==> config.mk <==
export PLATFORM = sky130hd
export DESIGN_NAME = sdram_arb_flat
export DESIGN_NICKNAME = d
export VERILOG_FILES = /design/src/rtl/sdram_arb_if.sv /design/src/rtl/sdram_arb.sv /design/src/flat_wrapper.sv
export SDC_FILE = /design/constraint.sdc
export NUM_CORES = 1
export LEC_CHECK = 0
export ABC_AREA = 1
export ABC_CLOCK_PERIOD_IN_PS = 2600
export CAP_MARGIN = 10
export CORE_MARGIN = 2
export CORE_UTILIZATION = 40
export DETAILED_ROUTE_END_ITERATION = 12
export GPL_TIMING_DRIVEN = 0
export PLACE_DENSITY = 0.89
export SLEW_MARGIN = 20
export SYNTH_ARGS = -nofsm -noshare
export SYNTH_HDL_FRONTEND = slang
export SYNTH_SLANG_ARGS = --single-unit
==> constraint.sdc <==
create_clock -name clk -period 2.6 [get_ports clk]
set_input_delay 0.52 -clock clk [delete_from_list [all_inputs] [get_ports clk]]
set_output_delay 0.52 -clock clk [all_outputs]
set_load 0.02 [all_outputs]
==> src/rtl/sdram_arb_if.sv <==
// sdram_arb_if: bundles the three client ports (loader, cpu, video) and the
// memory-stage port of sdram_arb. Signal names match the flat arbiter ports.
//   slave  - arbiter side
//   master - client/memory-stage side
interface sdram_arb_if #(
    parameter int ADDR_W = 20,
    parameter int DATA_W = 8
) ();
    // ROM-download write client
    logic              ldr_req;
    logic [ADDR_W-1:0] ldr_addr;
    logic [DATA_W-1:0] ldr_din;
    logic              ldr_ack;
    // CPU read/write client
    logic              cpu_req;
    logic              cpu_we;
    logic [ADDR_W-1:0] cpu_addr;
    logic [DATA_W-1:0] cpu_din;
    logic [DATA_W-1:0] cpu_dout;
    logic              cpu_ack;
    // video read-only client
    logic              vid_req;
    logic [ADDR_W-1:0] vid_addr;
    logic [DATA_W-1:0] vid_dout;
    logic              vid_ack;
    // memory stage
    logic [ADDR_W-1:0] mem_addr;
    logic [DATA_W-1:0] mem_din;
    logic              mem_we;
    logic              mem_rd;
    logic [1:0]        mem_wtbt;
    logic [DATA_W-1:0] mem_dout;
    // status
    logic              busy;

    modport slave (
        input  ldr_req, ldr_addr, ldr_din,
        output ldr_ack,
        input  cpu_req, cpu_we, cpu_addr, cpu_din,
        output cpu_dout, cpu_ack,
        input  vid_req, vid_addr,
        output vid_dout, vid_ack,
        output mem_addr, mem_din, mem_we, mem_rd, mem_wtbt,
        input  mem_dout,
        output busy
    );

    modport master (
        output ldr_req, ldr_addr, ldr_din,
        input  ldr_ack,
        output cpu_req, cpu_we, cpu_addr, cpu_din,
        input  cpu_dout, cpu_ack,
        output vid_req, vid_addr,
        input  vid_dout, vid_ack,
        input  mem_addr, mem_din, mem_we, mem_rd, mem_wtbt,
        output mem_dout,
        input  busy
    );
endinterface

==> src/rtl/sdram_arb.sv <==
// sdram_arb: three-client arbiter in front of an SDRAM memory stage.
// Each access walks IDLE -> ACCESS -> WAIT -> DONE (4 cycles). Priority is
// ldr > cpu > vid. Define SDRAM_ARB_RR_EN to make cpu/vid ties alternate
// (last-served loses the next tie); otherwise cpu always beats vid.
// Reset is asynchronous active-low; its deassertion is passed through a
// two-flop synchronizer before the FSM may leave IDLE.
module sdram_arb #(
    parameter int ADDR_W = 20,
    parameter int DATA_W = 8
) (
    input  logic         clk,
    input  logic         reset_n,
    sdram_arb_if.slave   bus
);

    typedef enum logic [1:0] {
        IDLE   = 2'd0,
        ACCESS = 2'd1,
        WAIT   = 2'd2,
        DONE   = 2'd3
    } state_t;

    typedef enum logic [1:0] {
        CL_LDR = 2'd0,
        CL_CPU = 2'd1,
        CL_VID = 2'd2
    } client_t;

    state_t            state_q, state_d;
    client_t           win_q, win_d;
    logic [ADDR_W-1:0] addr_q, addr_d;
    logic [DATA_W-1:0] din_q, din_d;
    logic              we_q, we_d;
    logic [DATA_W-1:0] cpu_dout_q, cpu_dout_d;
    logic [DATA_W-1:0] vid_dout_q, vid_dout_d;
    logic              rst_meta_q, rst_sync_q;
    logic              grant_vid;
`ifdef SDRAM_ARB_RR_EN
    logic              rr_vid_q, rr_vid_d;
`endif

    // Reset deassertion synchronizer; assertion stays asynchronous
    always_ff @(posedge clk or negedge reset_n) begin
        if (!reset_n) begin
            rst_meta_q <= 1'b0;
            rst_sync_q <= 1'b0;
        end else begin
            rst_meta_q <= 1'b1;
            rst_sync_q <= rst_meta_q;
        end
    end

    // cpu/vid tie-break: video wins only when cpu is absent or it is vid's turn
    always_comb begin
`ifdef SDRAM_ARB_RR_EN
        grant_vid = bus.vid_req && (!bus.cpu_req || rr_vid_q);
`else
        grant_vid = bus.vid_req && !bus.cpu_req;
`endif
    end

    // Next-state, request latching and read-data capture
    always_comb begin
        state_d    = state_q;
        win_d      = win_q;
        addr_d     = addr_q;
        din_d      = din_q;
        we_d       = we_q;
        cpu_dout_d = cpu_dout_q;
        vid_dout_d = vid_dout_q;
`ifdef SDRAM_ARB_RR_EN
        rr_vid_d   = rr_vid_q;
`endif
        unique case (state_q)
            IDLE: begin
                if (rst_sync_q && (bus.ldr_req || bus.cpu_req || bus.vid_req)) begin
                    state_d = ACCESS;
                    if (bus.ldr_req) begin
                        win_d  = CL_LDR;
                        addr_d = bus.ldr_addr;
                        din_d  = bus.ldr_din;
                        we_d   = 1'b1;
                    end else if (grant_vid) begin
                        win_d  = CL_VID;
                        addr_d = bus.vid_addr;
                        din_d  = '0;
                        we_d   = 1'b0;
`ifdef SDRAM_ARB_RR_EN
                        rr_vid_d = 1'b0;
`endif
                    end else begin
                        win_d  = CL_CPU;
                        addr_d = bus.cpu_addr;
                        din_d  = bus.cpu_din;
                        we_d   = bus.cpu_we;
`ifdef SDRAM_ARB_RR_EN
                        rr_vid_d = 1'b1;
`endif
                    end
                end
            end
            ACCESS: state_d = WAIT;
            WAIT: begin
                state_d = DONE;
                if (!we_q) begin
                    unique case (win_q)
                        CL_CPU:  cpu_dout_d = bus.mem_dout;
                        CL_VID:  vid_dout_d = bus.mem_dout;
                        default: ;
                    endcase
                end
            end
            DONE: state_d = IDLE;
        endcase
    end

    // State and datapath registers
    always_ff @(posedge clk or negedge reset_n) begin
        if (!reset_n) begin
            state_q    <= IDLE;
            win_q      <= CL_CPU;
            addr_q     <= '0;
            din_q      <= '0;
            we_q       <= 1'b0;
            cpu_dout_q <= '0;
            vid_dout_q <= '0;
`ifdef SDRAM_ARB_RR_EN
            rr_vid_q   <= 1'b0;
`endif
        end else begin
            state_q    <= state_d;
            win_q      <= win_d;
            addr_q     <= addr_d;
            din_q      <= din_d;
            we_q       <= we_d;
            cpu_dout_q <= cpu_dout_d;
            vid_dout_q <= vid_dout_d;
`ifdef SDRAM_ARB_RR_EN
            rr_vid_q   <= rr_vid_d;
`endif
        end
    end

    // Output decode from the registered state and latched request
    always_comb begin
        bus.busy     = (state_q != IDLE);
        bus.mem_rd   = (state_q == ACCESS) && !we_q;
        bus.mem_we   = (state_q == ACCESS) && we_q;
        bus.mem_addr = addr_q;
        bus.mem_din  = din_q;
        bus.mem_wtbt = 2'b00;
        bus.ldr_ack  = (state_q == DONE) && (win_q == CL_LDR);
        bus.cpu_ack  = (state_q == DONE) && (win_q == CL_CPU);
        bus.vid_ack  = (state_q == DONE) && (win_q == CL_VID);
        bus.cpu_dout = cpu_dout_q;
        bus.vid_dout = vid_dout_q;
    end

endmodule

==> src/flat_wrapper.sv <==
// flat-port wrapper written by rule: the top's interface ports become plain ports
module sdram_arb_flat 
#(
    parameter int ADDR_W = 20,
    parameter int DATA_W = 8
)
  (clk, reset_n, bus_ldr_req, bus_ldr_addr, bus_ldr_din, bus_ldr_ack, bus_cpu_req, bus_cpu_we, bus_cpu_addr, bus_cpu_din, bus_cpu_dout, bus_cpu_ack, bus_vid_req, bus_vid_addr, bus_vid_dout, bus_vid_ack, bus_mem_addr, bus_mem_din, bus_mem_we, bus_mem_rd, bus_mem_wtbt, bus_mem_dout, bus_busy);
  sdram_arb_if #(.ADDR_W(ADDR_W), .DATA_W(DATA_W)) bus_i ();
  input  logic clk;
  input  logic reset_n;
  input wire logic [$bits(bus_i.ldr_req)-1:0] bus_ldr_req;
  input wire logic [$bits(bus_i.ldr_addr)-1:0] bus_ldr_addr;
  input wire logic [$bits(bus_i.ldr_din)-1:0] bus_ldr_din;
  output wire logic [$bits(bus_i.ldr_ack)-1:0] bus_ldr_ack;
  input wire logic [$bits(bus_i.cpu_req)-1:0] bus_cpu_req;
  input wire logic [$bits(bus_i.cpu_we)-1:0] bus_cpu_we;
  input wire logic [$bits(bus_i.cpu_addr)-1:0] bus_cpu_addr;
  input wire logic [$bits(bus_i.cpu_din)-1:0] bus_cpu_din;
  output wire logic [$bits(bus_i.cpu_dout)-1:0] bus_cpu_dout;
  output wire logic [$bits(bus_i.cpu_ack)-1:0] bus_cpu_ack;
  input wire logic [$bits(bus_i.vid_req)-1:0] bus_vid_req;
  input wire logic [$bits(bus_i.vid_addr)-1:0] bus_vid_addr;
  output wire logic [$bits(bus_i.vid_dout)-1:0] bus_vid_dout;
  output wire logic [$bits(bus_i.vid_ack)-1:0] bus_vid_ack;
  output wire logic [$bits(bus_i.mem_addr)-1:0] bus_mem_addr;
  output wire logic [$bits(bus_i.mem_din)-1:0] bus_mem_din;
  output wire logic [$bits(bus_i.mem_we)-1:0] bus_mem_we;
  output wire logic [$bits(bus_i.mem_rd)-1:0] bus_mem_rd;
  output wire logic [$bits(bus_i.mem_wtbt)-1:0] bus_mem_wtbt;
  input wire logic [$bits(bus_i.mem_dout)-1:0] bus_mem_dout;
  output wire logic [$bits(bus_i.busy)-1:0] bus_busy;
  assign bus_i.ldr_req = bus_ldr_req;
  assign bus_i.ldr_addr = bus_ldr_addr;
  assign bus_i.ldr_din = bus_ldr_din;
  assign bus_ldr_ack = bus_i.ldr_ack;
  assign bus_i.cpu_req = bus_cpu_req;
  assign bus_i.cpu_we = bus_cpu_we;
  assign bus_i.cpu_addr = bus_cpu_addr;
  assign bus_i.cpu_din = bus_cpu_din;
  assign bus_cpu_dout = bus_i.cpu_dout;
  assign bus_cpu_ack = bus_i.cpu_ack;
  assign bus_i.vid_req = bus_vid_req;
  assign bus_i.vid_addr = bus_vid_addr;
  assign bus_vid_dout = bus_i.vid_dout;
  assign bus_vid_ack = bus_i.vid_ack;
  assign bus_mem_addr = bus_i.mem_addr;
  assign bus_mem_din = bus_i.mem_din;
  assign bus_mem_we = bus_i.mem_we;
  assign bus_mem_rd = bus_i.mem_rd;
  assign bus_mem_wtbt = bus_i.mem_wtbt;
  assign bus_i.mem_dout = bus_mem_dout;
  assign bus_busy = bus_i.busy;
  sdram_arb #(.ADDR_W(ADDR_W), .DATA_W(DATA_W)) u_core (.clk(clk), .reset_n(reset_n), .bus(bus_i));
endmodule
==> run metrics <==
RSZ-0062 raised after global routing false; maxcap violations 0; worst skew pair latency 0.31 ns; Total Power roughly 3900 uW; GRT overflow 0; Crit-path slowest cell clkdlybuf4s50_1; fin util 0.663; skew final 0.0101 ns; top cell type by total area after synthesis dfrtp_1; Sw Ratio 0.404; fraction of layout cells with a size suffix above 1 0.0542; Clock Sinks 51; Final Cycle Share 0.887; Fin. Hold Viols 0; Routed Antenna Nets 0; postcts setup bufs 0; post-layout minimum cycle time 2.31 ns; synthesis warning total 0; Synth area leaders dfrtp_1 48%, nand2_1 21%, nand3_1 14%; library cells used by synthesis 18; mean area per synthesized cell 7.44 um^2; clock network fraction of design power 0.116; gr usage total 0.228; Arr. time, crit path 1.79 ns; Pleak between 0.002 and 0.0025 uW; placer congestion estimate approximately 0.8; R2R depth 7; maximum root-to-sink buffer count 2; Worst path max stage delay roughly 0.65 ns; Worst Tran Pin Value approximately 0.6 ns; Fmax approximately 430 MHz; Peak VDD IR 0.000586 V; Hold Path Class input port to async pin; Seq cells post-synth 51; Vias/cell about 5; critical path cell sequence inv_1, nor3_1, clkdlybuf4s50_1; outcome completed; largest net degree at the start of global routing 28; Flop pwr share 0.358; # fillers between 500 and 600; P_int about 2300 uW; die footprint roughly 0.0072 mm^2; reg2reg end u_core.bus.vid_dout[2]; Initial Utilization 0.411; Die W between 80 and 90 um; kind of critical path register to output pin; post-synthesis cell count between 300 and 400; Core Area about 0.0063 mm^2; fin. max-slew vios 0; row cnt 29; Area growth syn-to-layout 61.2%; clock-pin slew on the worst setup and hold paths roughly 0.1 ns; crit end category output pin; TritonCTS clock tree built; switching power total 1570 uW; WL final 8040 um; FF-to-FF Start u_core.state_q[0]; Synth top area share 0.482; Starting DRT DRC Count between 150 and 200; Critical Path RT between 2 and 2.5 ns; # DRC 0; WHS 0.196 ns; clk root buf clkbuf_8; sequential share of the synthesized area 0.492; Final nets between 500 and 600; WL/cell ~14 um; n_diodes 0; # IOs between 100 and 150; Vias around 2800; final setup fails 0; drt first pass iters 5; Die Ht between 80 and 90 um; relative slew slack 0.601; initial antenna violation count 0; total CTS buffers 5; Gate power share 0.526; Post-CTS Resized 0; Syn Std Cell Area roughly 0.0026 mm^2; power per cell area 930 mW/mm^2; post-DP HPWL a little over 6000 um; H-tree depth 2; first-pass GRT wire length 13000 um; R2R Setup Slk 0.92 ns; Port Buffers around 140; hold_buf cts 0; crit-path max FO 5; Worst setup SP type register; vias in the first global route ~2800; Sum Neg Setup Slack 0 ns
## routing by layer
metal  vias up  share of wire  global-route usage  routed length [um]
li1       1398              -                   -                   -
met1      1321           0.37               0.254                2960
met2       108           0.54               0.419                4360
met3        17          0.065              0.0541                 523
met4         0          0.024              0.0851                 197
met5         -              0                   0                   0
## registers in the layout (all words and copies together), names as in the netlist
signal,flops
u_core.bus.cpu_dout,8
u_core.bus.vid_dout,8
u_core.win_q,2
u_core.rst_sync_q,1
u_core.bus.mem_addr,20
u_core.state_q,2
u_core.bus.mem_din,8
u_core.rst_meta_q,1
u_core.we_q,1
## kinds of logic after synthesis
| logic type | share of synthesized area |
|---|---|
| and+or+nand+nor | 0.373 |
| DFF | 0.492 |
| buffers and inverters | 0.0742 |
| AOI/OAI and AO/OA | 0.0386 |
| adders and majority gates | 0.0193 |
| other | 0.00289 |
## worst max path at each step
stage                                 start                      to  cells after the start
after floorplan             u_core.win_q[0]             bus_cpu_ack                      2
after global placement              reset_n  u_core.bus.vid_dout[6]                      1
final                       u_core.win_q[0]             bus_cpu_ack                      3
after detailed placement        bus_ldr_req  u_core.bus.mem_addr[3]                      7
after global routing      u_core.state_q[0]                bus_busy                      4
after CTS                   u_core.win_q[0]             bus_cpu_ack                      3
## layout make-up
class | instances | area, um^2 | share of cell area
buffer | 22 | 111 | 0.0266
sequential | 51 | 1280 | 0.305
clock buffer | 7 | 76.3 | 0.0182
timing repair buffer | 140 | 1410 | 0.336
tap | 77 | 96.3 | 0.0230
clock inverter | 1 | 5.00 | 0.00120
multi-input combinational | 256 | 1130 | 0.270
inverter | 21 | 81.3 | 0.0194
## power by group through the flow
stage          Clock, uW  Combinational (uW)  Sequential (uW)
2_1_floorplan          0                 627             1770
3_3_place_gp           0                2000             1390
3_5_place_dp           0                2060             1400
4_1_cts              463                2070             1390
5_1_grt              495                2210             1440
6_report             453                2050             1390
## Yosys cell counts
master	count
conb_1	2
o21ai_0	17
inv_4	1
buf_4	4
nor2_2	1
inv_1	20
dfstp_2	1
nor3_1	3
a21oi_1	1
buf_2	11
dfrtp_1	50
nor2_1	5
nand3_1	71
ha_1	4
o21ai_1	2
nand2_1	148
nand3_4	1
clkbuf_1	7
## cell usage in the layout (no fill, tap or decap)
cell,instances
buf_2,12
nand3_4,1
clkdlybuf4s50_1,138
dfrtp_1,50
nor2_1,5
nor3_1,3
inv_1,20
o21ai_1,2
buf_4,4
inv_4,1
clkinv_2,1
dfstp_2,1
o21ai_0,17
ha_1,4
nand2_1,148
conb_1,3
buf_12,1
nor2_2,1
a21oi_1,1
nand3_1,71
clkbuf_8,5
clkbuf_1,9
## metrics by stage
step / worst slack [ns] / instances / area [um^2]
detailed placement: 0.597 / 567 / 4100
CTS: 0.290 / 575 / 4180
global route: 0.215 / 575 / 4180
floorplan: 1.00 / 350 / 2600
global placement: -0.434 / 566 / 4090
finish: 0.294 / 575 / 4180
## critical path, delay by kind of cell (launching register included)
family,cells,cell delay (ns)
flip-flops,1,0.58
buffers and inverters,2,0.72
AND/OR/NAND/NOR,1,0.18
(Power assumes the default switching activity.)
